## src/rtl/fpadd_arbiter.sv

```systemverilog
// Round-robin arbiter sharing one FP32 adder between NUM_REQ valid/ready requesters.
// Optional FPADD_ARB_PRIO0_EN: requester 0 gets strict priority over the round-robin group.
module fpadd_arbiter #(
    parameter int unsigned NUM_REQ = 4,
    parameter int unsigned ADD_LAT = 2,
    parameter int unsigned TAG_W   = 3
) (
    input  logic                    clk,
    input  logic                    reset,
    input  logic                    en,
    input  logic [NUM_REQ-1:0]      req_valid,
    input  logic [32*NUM_REQ-1:0]   req_a,
    input  logic [32*NUM_REQ-1:0]   req_b,
    output logic [NUM_REQ-1:0]      req_ready,
    output logic [31:0]             add_a,
    output logic [31:0]             add_b,
    input  logic [31:0]             add_result,
    output logic [NUM_REQ-1:0]      rsp_valid,
    output logic [31:0]             rsp_data,
    output logic                    idle
);

    typedef enum logic [1:0] {
        S_IDLE,
        S_RUN,
        S_DRAIN
    } state_t;

    state_t               state, state_nxt;
    logic [TAG_W-1:0]     rr_ptr;
    logic [TAG_W-1:0]     nxt_ptr;
    logic                 upd_ptr;
    logic                 accept;
    logic [TAG_W-1:0]     gidx;
    logic [NUM_REQ-1:0]   grant;
    logic [31:0]          sel_a, sel_b;

    // Stage 0 travels alongside add_a/add_b; the remaining ADD_LAT stages track the adder.
    logic [ADD_LAT:0]     tp_valid;
    logic [TAG_W-1:0]     tp_tag [ADD_LAT+1];
    logic                 pipe_empty;

    assign pipe_empty = ~|tp_valid;
    assign req_ready  = grant;
    assign idle       = (state == S_IDLE) && pipe_empty && ~|rsp_valid;

    always_comb begin
        state_nxt = state;
        case (state)
            S_IDLE:  if (en) state_nxt = S_RUN;
            S_RUN:   if (!en) state_nxt = S_DRAIN;
            S_DRAIN: begin
                if (en)              state_nxt = S_RUN;
                else if (pipe_empty) state_nxt = S_IDLE;
            end
            default: state_nxt = S_IDLE;
        endcase
    end

    // Pass 0 searches rr_ptr..NUM_REQ-1, pass 1 wraps around from 0.
    always_comb begin
        grant   = '0;
        gidx    = '0;
        accept  = 1'b0;
        upd_ptr = 1'b0;
        nxt_ptr = rr_ptr;
        sel_a   = '0;
        sel_b   = '0;
        if (state == S_RUN) begin
`ifdef FPADD_ARB_PRIO0_EN
            if (req_valid[0]) begin
                grant[0] = 1'b1;
                accept   = 1'b1;
                sel_a    = req_a[31:0];
                sel_b    = req_b[31:0];
            end
`endif
            for (int unsigned pass = 0; pass < 2; pass++) begin
                for (int unsigned i = 0; i < NUM_REQ; i++) begin
                    if (!accept && req_valid[i] && (pass == 1 || i >= 32'(rr_ptr))) begin
                        grant[i] = 1'b1;
                        gidx     = TAG_W'(i);
                        accept   = 1'b1;
                        upd_ptr  = 1'b1;
                        nxt_ptr  = TAG_W'((i + 1) % NUM_REQ);
                        sel_a    = req_a[32*i +: 32];
                        sel_b    = req_b[32*i +: 32];
                    end
                end
            end
        end
    end

    always_ff @(posedge clk) begin
        if (reset) begin
            state     <= S_IDLE;
            rr_ptr    <= '0;
            add_a     <= '0;
            add_b     <= '0;
            tp_valid  <= '0;
            rsp_valid <= '0;
            rsp_data  <= '0;
            for (int unsigned k = 0; k <= ADD_LAT; k++) begin
                tp_tag[k] <= '0;
            end
        end else begin
            state <= state_nxt;
            if (accept) begin
                add_a <= sel_a;
                add_b <= sel_b;
                if (upd_ptr) rr_ptr <= nxt_ptr;
            end
            tp_valid  <= {tp_valid[ADD_LAT-1:0], accept};
            tp_tag[0] <= gidx;
            for (int unsigned k = 1; k <= ADD_LAT; k++) begin
                tp_tag[k] <= tp_tag[k-1];
            end
            if (tp_valid[ADD_LAT]) begin
                rsp_valid <= NUM_REQ'(1) << tp_tag[ADD_LAT];
                rsp_data  <= add_result;
            end else begin
                rsp_valid <= '0;
            end
        end
    end

endmodule

```

## config.mk

```make
export PLATFORM = sky130hd
export DESIGN_NAME = fpadd_arbiter
export DESIGN_NICKNAME = d
export VERILOG_FILES = /design/src/rtl/fpadd_arbiter.sv
export SDC_FILE = /design/constraint.sdc
export NUM_CORES = 1
export LEC_CHECK = 0
export ABC_AREA = 1
export BUFFER_PORTS_ARGS = -buffer_cell sky130_fd_sc_hd__buf_4
export CORE_AREA = 2 2 156 158
export DETAILED_ROUTE_END_ITERATION = 8
export DIE_AREA = 0 0 158 160
export GPL_TIMING_DRIVEN = 0
export PLACE_DENSITY = 0.73
export SLEW_MARGIN = 15
export SYNTH_ARGS = -nofsm -noshare
export SYNTH_HDL_FRONTEND = slang
export SYNTH_SLANG_ARGS = --single-unit
```

## constraint.sdc

```tcl
create_clock -name clk -period 2.3 [get_ports clk]
set_clock_uncertainty 0.2 [all_clocks]
set_input_delay 0.345 -clock clk [delete_from_list [all_inputs] [get_ports clk]]
set_output_delay 0.345 -clock clk [all_outputs]
set_load 0.005 [all_outputs]
```

==> reports/metrics.cfg, run 1 <==
[logic_synthesis]
ys_async_sr_fraction_pct = 0
netlist_area_sq_um = 8956
dominantRegCellSynth = dfxtp_1
ys_ff_latch = 113
synth_cell_types = 26
synth.most_common_cell = nand2_1
synth_top_cell_by_area = dfxtp_1
netlist_top_cells_count = nand2_1, nand3_1, nor2_1, inv_1, nand4_1
syn_inst = 1568
synth_top_area_share_pct = 25.26
ys_seq_area_share_pct = 25.26
synth_edf_count = 0
postSynthAreaPerCell_sq_um = 5.712
yosys_warnings = 0
synth.net_count = 1863
synthTopCellsByArea = dfxtp_1, nand3_1, nand2_1

[clock_tree]
tritoncts = done
cts_buffers = 17
root_buffer = clkbuf_16
ctsLongestPathBuffers = 2
path_clk_slew_ns = 0.06
cts_sinks = 113
insertion_delay_ns = 0.42
h-tree-depth = 4

[grt]
grt_pass1_wl_mm = 64.85
grt_max_degree = 20
met3_usage_pct = 7.354
antenna_found_initial = 0
grt.busiest_layer = met2
grt_pass1_vias = 12130
grt_usage_pct = 32.90
overflow = 0
use_met2_pct = 52.89
grtUsageMet1_pct = 39.99

[sta]
tightest_slew_ns = 0.7499
hold_viol = 0
grt_setup_unrepaired = true
fmax_ghz = 0.4185
slew_viol_final = 0
final.min_clock_period_ns = 2.389
relSlewSlack_pct = 50.01
worst_slack_ns = -0.08930
finalCritPeriodShare_pct = 103.9
setup_viol_count_final = 14

[critical_path]
required_ns = 1.75
path_class = reg2out
cp_cell_sequence = nor2_4 -> nand2_4 -> nand2_4 -> nor2_4 -> buf_6 -> nand2_4 -> buf_6 -> buf_8 -> a21oi_2 -> buf_4
crit_path_frequent_cell = nand2_4
critPathLaunchType = register
arrival_ns = 1.84
path_buf_inv = 4
path_delay_family = buffers and inverters
worstSetupEndpointType = output port
critPathMaxFanout = 4
max_stage_delay_ns = 0.40
slowest_stage = dfxtp_4

[place]
port_buffers = 395
place_ws_ns = -1.100
gp_congestion = 0.9230
post_dp_cell_area_sq_um = 12330
dp_hpwl_mm = 32.21

[routing]
ant_nets = 0
drt_wl_total_mm = 43.43
drc_errors = 0
vias = 12790
routed_via_density = 5.361
drt-wirelength-per-cell_um = 18.20
dr.pass1.iters = 6
drtIter0Drc = 1208

[pwr]
power_density_nw_per_um2 = 502.9
p_leak_nw = 7.076
p_total_mw = 7.020
ir_drop_mv = 0.4024

[flow_run]
max-cap-violations = 0

[cells_and_area]
fin_nets = 2344
diodes = 0
area_delta_synth_final_pct = 55.85
final_design_area_no_fill_sq_um = 13960
drive_gt1_share_pct = 30.80

[floorplanning]
start_util_pct = 37.60
dieWidth_um = 158
fp.dieH_um = 160
pin_count = 400
die_area_sq_um = 25280
placementRows = 57
core_area_sq_um = 23820

[status]
status = finished, violations left
violations = setup timing

[hold_path]
hold_path.class = in2reg

## stage by stage
stage	cells	util, %	hold slack (ns)	setup TNS [ns]
global route	2386	58.60	0.1007	-1.436
detailed placement	2287	51.75	0.2002	-48.63
floorplan	1568	-	0.1883	0
CTS	2377	57.71	0.04942	-0.4191
finish	2386	58.60	0.07834	-0.3041
global placement	2287	51.75	0.1989	-44.76
## worst register-to-register path, stage by stage, from the launching register on
cell and delay [ns]:
dfxtp_4 0.40, nor2_4 0.06, nand2_4 0.10, nand2_4 0.08
nor2_4 0.14, nand4_4 0.14, buf_4 0.17, buf_4 0.18
clkbuf_1 0.24, or2_2 0.33, nand3_1 0.11, a21oi_1 0.07
## state kept, by name, indices dropped and copies added, names as in the netlist
| signal | cells |
|---|---|
| add_a | 32 |
| add_b | 32 |
| rsp_data | 32 |
| tp_tag | 6 |
| rsp_valid | 4 |
| tp_valid | 3 |
| rr_ptr | 2 |
| state | 2 |
## layer usage
layer	wire length, um	share of wire, %
met5	0	0
met4	2584	6.0
met1	16820	39
met3	4402	10
met2	19620	45
## where the power goes
group	total [mW]	switching (mW)	internal [mW]
clock	2.76	1.12	1.64
sequential	2.11	0.0597	2.05
combinational	2.15	1.17	0.981
## cells in the final DEF (no fill, tap or decap), types with 37 or more instances in the layout
master    instances
buf_4           436
nand2_1         326
nand3_1         262
nor2_1          204
inv_1           141
nand4_1         122
dfxtp_1         111
a21oi_1          64
nand3b_1         62
or2_2            60
clkbuf_1         48
o21ai_0          37
clkbuf_2         37
## timing repair
| action | in CTS | in global routing |
|---|---|---|
| setup buffers | 28 | 11 |
| hold buffers | 33 | 0 |
| gates resized for setup | 79 | 116 |
| cloned | 0 | 1 |
| endpoints found under the setup margin | 72 | 69 |
| pin swaps | 8 | 5 |
| hold endpoints to repair | 34 | 0 |
## worst paths after layout
| kind | cells past startpoint | slack (ns) | startpoint | endpoint |
|---|---|---|---|---|
| worst max register to register | 11 | -0.04 | rr_ptr[0] | add_a[8] |
| worst min register to register | 2 | 0.20 | tp_tag[0][1] | tp_tag[0][4] |
| worst max-delay path | 10 | -0.09 | rr_ptr[0] | req_ready[0] |
| worst min-delay path | 5 | 0.08 | req_a[18] | add_a[18] |
## area by class of cell
type | count | area, sq um
Fill cell | 2333 | 9862
Clock inverter | 14 | 155.1
Sequential cell | 113 | 2270
Tap cell | 324 | 405.4
Buffer | 134 | 765.7
Clock buffer | 18 | 439.2
Inverter | 146 | 548.0
Multi-Input combinational cell | 1169 | 5739
Timing Repair Buffer | 468 | 3636
## logic make-up (layout without fill, tap and decap cells)
group	Yosys count	in the layout	share of synthesized area (%)
buffers and inverters	286	780	12.35
flip-flops	113	113	25.26
AND/OR/NAND/NOR	1058	1058	56.09
AO/OA/AOI/OAI	111	111	6.301
No activity file was read; power rests on OpenSTA's default activity.
==> run 2, diff against run 1 <==
- CAP_MARGIN: not set -> 20
- PLACE_DENSITY: 0.73 -> 0.67
==> run 2 against run 1 <==
  * The run still ends with setup timing left
  * Clock-buffer cell count decreased by 1
  * Combinational power barely moved
  * Final cell count decreased by 0.13%
  * Worst hold slack got worse by 0.0078 ns
  * Die area unchanged
  * Flip-flop and latch count unchanged
  * Sequential share of layout area grew 0.085 points
  * Worst setup slack worse by 0.0021 ns
  * Largest power group unchanged
  * Highest routed layer unchanged
==> reports/metrics.cfg, run 2 (synthesis results as in run 1) <==
[status]
status = finished, violations left
violations = setup timing

[grt]
grt_pass1_wl_mm = 64.73  ; -0.19%
grt_pass1_vias = 12140  ; +0.099%
antenna_found_initial = 2  ; +2
overflow = 0  ; unchanged
grt_max_degree = 17  ; -15%
grt_usage_pct = 33.02  ; +0.11 points

[clock_tree]
ctsLongestPathBuffers = 2  ; unchanged
h-tree-depth = 4  ; unchanged
path_clk_slew_ns = 0.07  ; about the same
root_buffer = clkbuf_16
cts_sinks = 113  ; unchanged
tritoncts = done
cts_buffers = 17  ; unchanged
insertion_delay_ns = 0.43  ; about the same

[floorplanning]
start_util_pct = 37.60  ; unchanged
pin_count = 400  ; unchanged
core_area_sq_um = 23820  ; unchanged
die_area_sq_um = 25280  ; unchanged
dieWidth_um = 158  ; unchanged
placementRows = 57  ; unchanged
fp.dieH_um = 160  ; unchanged

[cells_and_area]
drive_gt1_share_pct = 30.97  ; +0.17 points
mostFrequentLayoutCells = buf_4, nand2_1, nand3_1, nor2_1, inv_1
fin_nets = 2339  ; -0.21%
area_delta_synth_final_pct = 55.04
final_design_area_no_fill_sq_um = 13890  ; -0.52%
biggestRegsByFlops = add_a (32), add_b (32), rsp_data (32)
final_common_cell = buf_4

[critical_path]
max_stage_delay_ns = 0.40  ; about the same
cp_cell_sequence = nor2_4 -> nand2_4 -> nand2_4 -> nor2_4 -> buf_4 -> nand4_4 -> clkbuf_16 -> a21oi_2 -> buf_4
required_ns = 1.75  ; about the same
worstSetupEndpointType = output port
path_class = reg2out
slowest_stage = dfxtp_4
critPathMaxFanout = 5  ; +1
rr_startpoint = rr_ptr[1]
r2r_slack_ns = 0.03  ; +0.07 ns
critPathLaunch = rr_ptr[1]
arrival_ns = 1.85  ; about the same
critPathLaunchType = register
rr_endpoint = rr_ptr[1]
rr_worst_depth = 11  ; unchanged
crit_path_end = req_ready[2]

[pwr]
share_clk_of_total_power_pct = 39.7  ; +0.4 points
power_density_nw_per_um2 = 505.8  ; +0.57%
switching_power_mw = 2.388  ; +1.7%
ir_drop_mv = 0.4101  ; +1.9%
seqPwrFrac_pct = 30.0  ; about the same
p_total_mw = 7.023  ; about the same
switching_share_pct = 34.00  ; +0.54 points
p_int_mw = 4.635  ; -0.77%
p_leak_nw = 7.031  ; -0.63%
combPwrFrac_pct = 30.3  ; -0.4 points

[routing]
drt-wirelength-per-cell_um = 18.16  ; -0.24%
vias = 12550  ; -1.9%
drtIter0Drc = 1014  ; -16%
drt_wl_total_mm = 43.27  ; -0.36%
dr.pass1.iters = 5  ; -1
ant_nets = 0  ; unchanged
routed_via_density = 5.268  ; -1.7%
drc_errors = 0  ; unchanged

[sta]
hold_ws_ns = 0.07057  ; -0.007770 ns
grt_setup_unrepaired = true
finalCritPeriodShare_pct = 104.0  ; about the same
slew_viol_final = 0  ; unchanged
relSlewSlack_pct = 45.34  ; -4.7 points
fmax_ghz = 0.4182  ; about the same
final.min_clock_period_ns = 2.391  ; +0.002093 ns
tightest_slew_ns = 0.8199  ; +0.07003 ns
setup_viol_count_final = 4  ; -10
hold_viol = 0  ; unchanged
setup_tns_ns = -0.2243  ; +0.07975 ns
worst_slack_ns = -0.09139  ; -0.002093 ns

[flow_run]
max-cap-violations = 0  ; unchanged

[hold_path]
hold_path.class = in2reg

[place]
place_ws_ns = -0.8144  ; +0.2856 ns
port_buffers = 395  ; unchanged
post_dp_cell_area_sq_um = 12330  ; unchanged
gp_congestion = 0.9363  ; +1.4%
dp_hpwl_mm = 32.53  ; +1.0%

==> run 2: how the worst min path moves through the flow <==
stage / slack (ns) / cells past startpoint / to / start
2_1_floorplan: 0.19 / 2 / tp_tag[0][3] / tp_tag[0][0]
3_3_place_gp: 0.20 / 2 / tp_tag[0][3] / tp_tag[0][0]
3_5_place_dp: 0.20 / 2 / tp_tag[0][4] / tp_tag[0][1]
4_1_cts: 0.06 / 5 / add_a[18] / req_a[82]
5_1_grt: 0.09 / 5 / add_a[17] / req_a[81]
6_report: 0.07 / 5 / add_a[17] / req_a[81]
==> run 2: power groups by stage <==
stage / sequential (mW) / combinational, mW / clock [mW]
2_1_floorplan: 2.14 / 0.972 / 0
3_3_place_gp: 2.14 / 1.90 / 0
3_5_place_dp: 2.15 / 1.91 / 0
4_1_cts: 2.11 / 2.03 / 2.80
5_1_grt: 2.12 / 2.32 / 2.90
6_report: 2.11 / 2.12 / 2.79
==> run 2: timing repair <==
item,CTS,global route
hold buffers,33,0
buffers inserted,24,10
gates resized for setup,70,113
hold endpoints to repair,34,0
endpoints found under the setup margin,72,68
pin swaps,7,10
==> run 2: final cells by class <==
class / instances / area (sq um)
fillers: 2422 / 9935
multi-input cells: 1169 / 5754
repair buffers: 462 / 3566
flip-flops and latches: 113 / 2270
plain buffers: 135 / 742.0
inverters: 146 / 548.0
clock buffers: 17 / 425.4
well taps: 324 / 405.4
clock inverters: 15 / 170.2
diodes: 2 / 5.005
==> run 2: per-layer routing <==
layer / vias to the layer above / GRT usage (%) / wire, um
met5: - / 0 / 0
met4: 0 / 20.72 / 2808
met3: 168 / 8.304 / 4452
met2: 730 / 50.75 / 19020
met1: 5548 / 41.04 / 16990
li1: 6107 / - / -
==> run 2: metrics by stage <==
| step | util [%] | cells |
|---|---|---|
| detailed placement | 51.75 | 2287 |
| global route | 58.29 | 2383 |
| global placement | 51.75 | 2287 |
| finish | 58.29 | 2383 |
| floorplan | - | 1568 |
| CTS | 57.35 | 2375 |
==> run 2: critical path, delay by kind of cell (launching register included) <==
kind	cells	cell delay (ns)
buffers and inverters	3	0.45
and+or+nand+nor	5	0.44
DFF	1	0.40
AOI/OAI and AO/OA	1	0.12
==> run 3, diff against run 2 <==
- ABC_AREA: 1 -> not set
- CORE_AREA: 2 2 156 158 -> 2 2 157 159
- DIE_AREA: 0 0 158 160 -> 0 0 159 161
- GPL_ROUTABILITY_DRIVEN: not set -> 0
- PLACE_DENSITY: 0.67 -> not set
==> run 3 against run 2 <==
  * The flow still finishes with violations (setup timing)
  * Via count decreased by 14%
  * Die area rose by 1.3%
  * Synthesized area fell by 13%
  * Critical path type is now reg2reg
==> reports/metrics.cfg, run 3 <==
[cells_and_area]
final_cells = 1805  ; -24%
final_common_cell = buf_4
mostFrequentLayoutCells = buf_4, o21ai_0, dfxtp_1, and3b_1, a31oi_1
biggestRegsByFlops = add_a (32), add_b (32), rsp_data (32)
area_delta_synth_final_pct = 63.68
fillerInstances = 2355  ; -2.8%
fin_nets = 1760  ; -25%
drive_gt1_share_pct = 38.36  ; +7.4 points

[logic_synthesis]
netlist_area_sq_um = 7785  ; -13%
yosys_warnings = 0  ; unchanged
synth_edf_count = 0  ; unchanged
ys_seq_area_share_pct = 29.06  ; +3.8 points
ys_ff_latch = 113  ; unchanged
syn_inst = 998  ; -36%
synth.net_count = 1293  ; -31%
synth.most_common_cell = o21ai_0
netlist_top_cells_count = o21ai_0, dfxtp_1, clkbuf_1, a221oi_1, a31oi_1
postSynthAreaPerCell_sq_um = 7.801  ; +37%
ys_async_sr_fraction_pct = 0  ; unchanged
synth_top_cell_by_area = dfxtp_1
synth_top_area_share_pct = 29.06  ; +3.8 points
dominantRegCellSynth = dfxtp_1
synth_cell_types = 46  ; +77%
synthTopCellsByArea = dfxtp_1, a221oi_1, o21ai_0

[floorplanning]
pin_count = 400  ; unchanged
placementRows = 57  ; unchanged
die_area_sq_um = 25600  ; +1.3%
core_area_sq_um = 23960  ; +0.60%
dieWidth_um = 159  ; +0.63%
fp.dieH_um = 161  ; +0.63%
start_util_pct = 32.49  ; -5.1 points

[place]
placed_cells = 1719  ; -25%
place_ws_ns = -0.8954  ; -0.08093 ns
port_buffers = 397  ; +0.51%
dp_hpwl_mm = 31.79  ; -2.3%

[sta]
setup_viol_count_final = 3  ; -1
tightest_slew_ns = 1.087  ; +0.2671 ns
setup_tns_ns = -0.04191  ; +0.1824 ns
relSlewSlack_pct = 27.54  ; -18 points
hold_ws_ns = 0.003866  ; -0.06670 ns
finalCritPeriodShare_pct = 101.0  ; -3.0 points
grt_setup_unrepaired = true
hold_viol = 0  ; unchanged
fmax_ghz = 0.4307  ; +3.0%
final.min_clock_period_ns = 2.322  ; -0.06941 ns
worst_slack_ns = -0.02198  ; +0.06941 ns
slew_viol_final = 0  ; unchanged

[clock_tree]
h-tree-depth = 4  ; unchanged
root_buffer = clkbuf_16
ctsLongestPathBuffers = 2  ; unchanged
cts_sinks = 113  ; unchanged
insertion_delay_ns = 0.43  ; about the same
path_clk_slew_ns = 0.07  ; about the same
tritoncts = done
cts_buffers = 17  ; unchanged

[hold_path]
worstHoldStart = req_b[99]
hold_path.class = in2reg

[grt]
antenna_found_initial = 3  ; +1
grt_pass1_vias = 10880  ; -10%
overflow = 0  ; unchanged
grt_max_degree = 20  ; +3
grt_usage_pct = 32.48  ; -0.53 points
grt_pass1_wl_mm = 64.47  ; -0.40%

[status]
status = finished, violations left
violations = setup timing

[routing]
drtIter0Drc = 756  ; -25%
drc_errors = 0  ; unchanged
drt_wl_total_mm = 43.75  ; +1.1%
drt-wirelength-per-cell_um = 24.24  ; +33%
routed_via_density = 5.988  ; +14%
dr.pass1.iters = 5  ; unchanged
ant_nets = 0  ; unchanged
vias = 10810  ; -14%

[critical_path]
critPathLaunchType = register
worstSetupEndpointType = register
required_ns = 2.40  ; +0.65 ns
path_delay_family = compound AO/OA/AOI/OAI gates
slowest_stage = dfxtp_4
critPathLaunch = rr_ptr[1]
max_stage_delay_ns = 0.37  ; -0.03 ns
rr_startpoint = rr_ptr[1]
crit_path_frequent_cell = buf_4
cp_cell_sequence = buf_12 -> buf_4 -> a21oi_2 -> nor2_4 -> clkbuf_4 -> buf_4 -> a221oi_1 -> a21oi_1
path_buf_inv = 4  ; +1
path_class = reg2reg
arrival_ns = 2.43  ; +0.58 ns
critPathMaxFanout = 10  ; +5

[flow_run]
max-cap-violations = 0  ; unchanged

[pwr]
p_total_mw = 6.739  ; -4.0%
ir_drop_mv = 0.3887  ; -5.2%
p_leak_nw = 5.513  ; -22%
power_density_nw_per_um2 = 528.9  ; +4.6%

[run 3: cell count changes after synthesis, moves of 57 or more]
cell / delta
a221oi_1: +69
a31oi_1: +64
and3b_1: +63
inv_1: -136
nand2_1: -301
nand3_1: -229
nand3b_1: -61
nand4_1: -121
nor2_1: -152
o21ai_0: +80
or2_2: -57
[run 3: worst min-delay path: cells and delay by family]
family	cells	cell delay (ns)
compound gates	2	0.18
buf+inv	1	0.08
[run 3: cell families after synthesis]
group,Yosys count,synth area share [%]
AND/OR/NAND/NOR,221,16.51
buffers and inverters,130,6.847
AO/OA/AOI/OAI,501,43.33
flip-flops,113,29.06
multiplexers,33,4.259
[run 3: final timing paths]
kind / depth (start not counted) / end / slack (ns)
worst max-delay path: 8 / add_a[18] / -0.02
worst min-delay path: 3 / add_b[3] / 0.004
worst max register to register: 8 / add_a[18] / -0.02
worst min register to register: 1 / tp_tag[0][7] / 0.24
[run 3: report_power, final]
part / switching (mW) / internal (mW) / total [mW]
logic: 0.925 / 0.953 / 1.88
clock network: 1.20 / 1.54 / 2.75
registers: 0.0618 / 2.05 / 2.11
total: 2.19 / 4.55 / 6.74
[run 3: per-layer routing]
metal  GRT usage [%]  part of all wire (%)  up-vias
met5               0                     0        -
met4           12.40                   2.5        0
met3           8.885                   8.8       74
met2           56.96                    49      607
met1           37.86                    40     5219
li1                -                     -     4909
[run 3: through the flow]
stage	instance area (sq um)	util [%]
final	12740	53.17
after global routing	12740	53.17
after CTS	12550	52.37
after detailed placement	11170	46.62
after global placement	11170	46.62
after floorplan	7785	-
[run 3: area by class of cell]
class,count,area [sq um],area share [%]
multi-input cells,755,5219,40.96
repair buffers,455,3512,27.56
flip-flops and latches,113,2268,17.80
plain buffers,117,719.4,5.646
clock buffers,17,425.4,3.339
well taps,324,405.4,3.181
clock inverters,15,162.7,1.277
inverters,6,22.52,0.1767
diodes,3,7.507,0.05892
[run 3: timing repair]
item / in CTS / in global routing
hold buffers: 34 / 0
setup buffers: 20 / 4
hold endpoints to repair: 35 / 0
gates resized for setup: 92 / 80
setup endpoints to repair: 73 / 64
pin swaps: 4 / 4
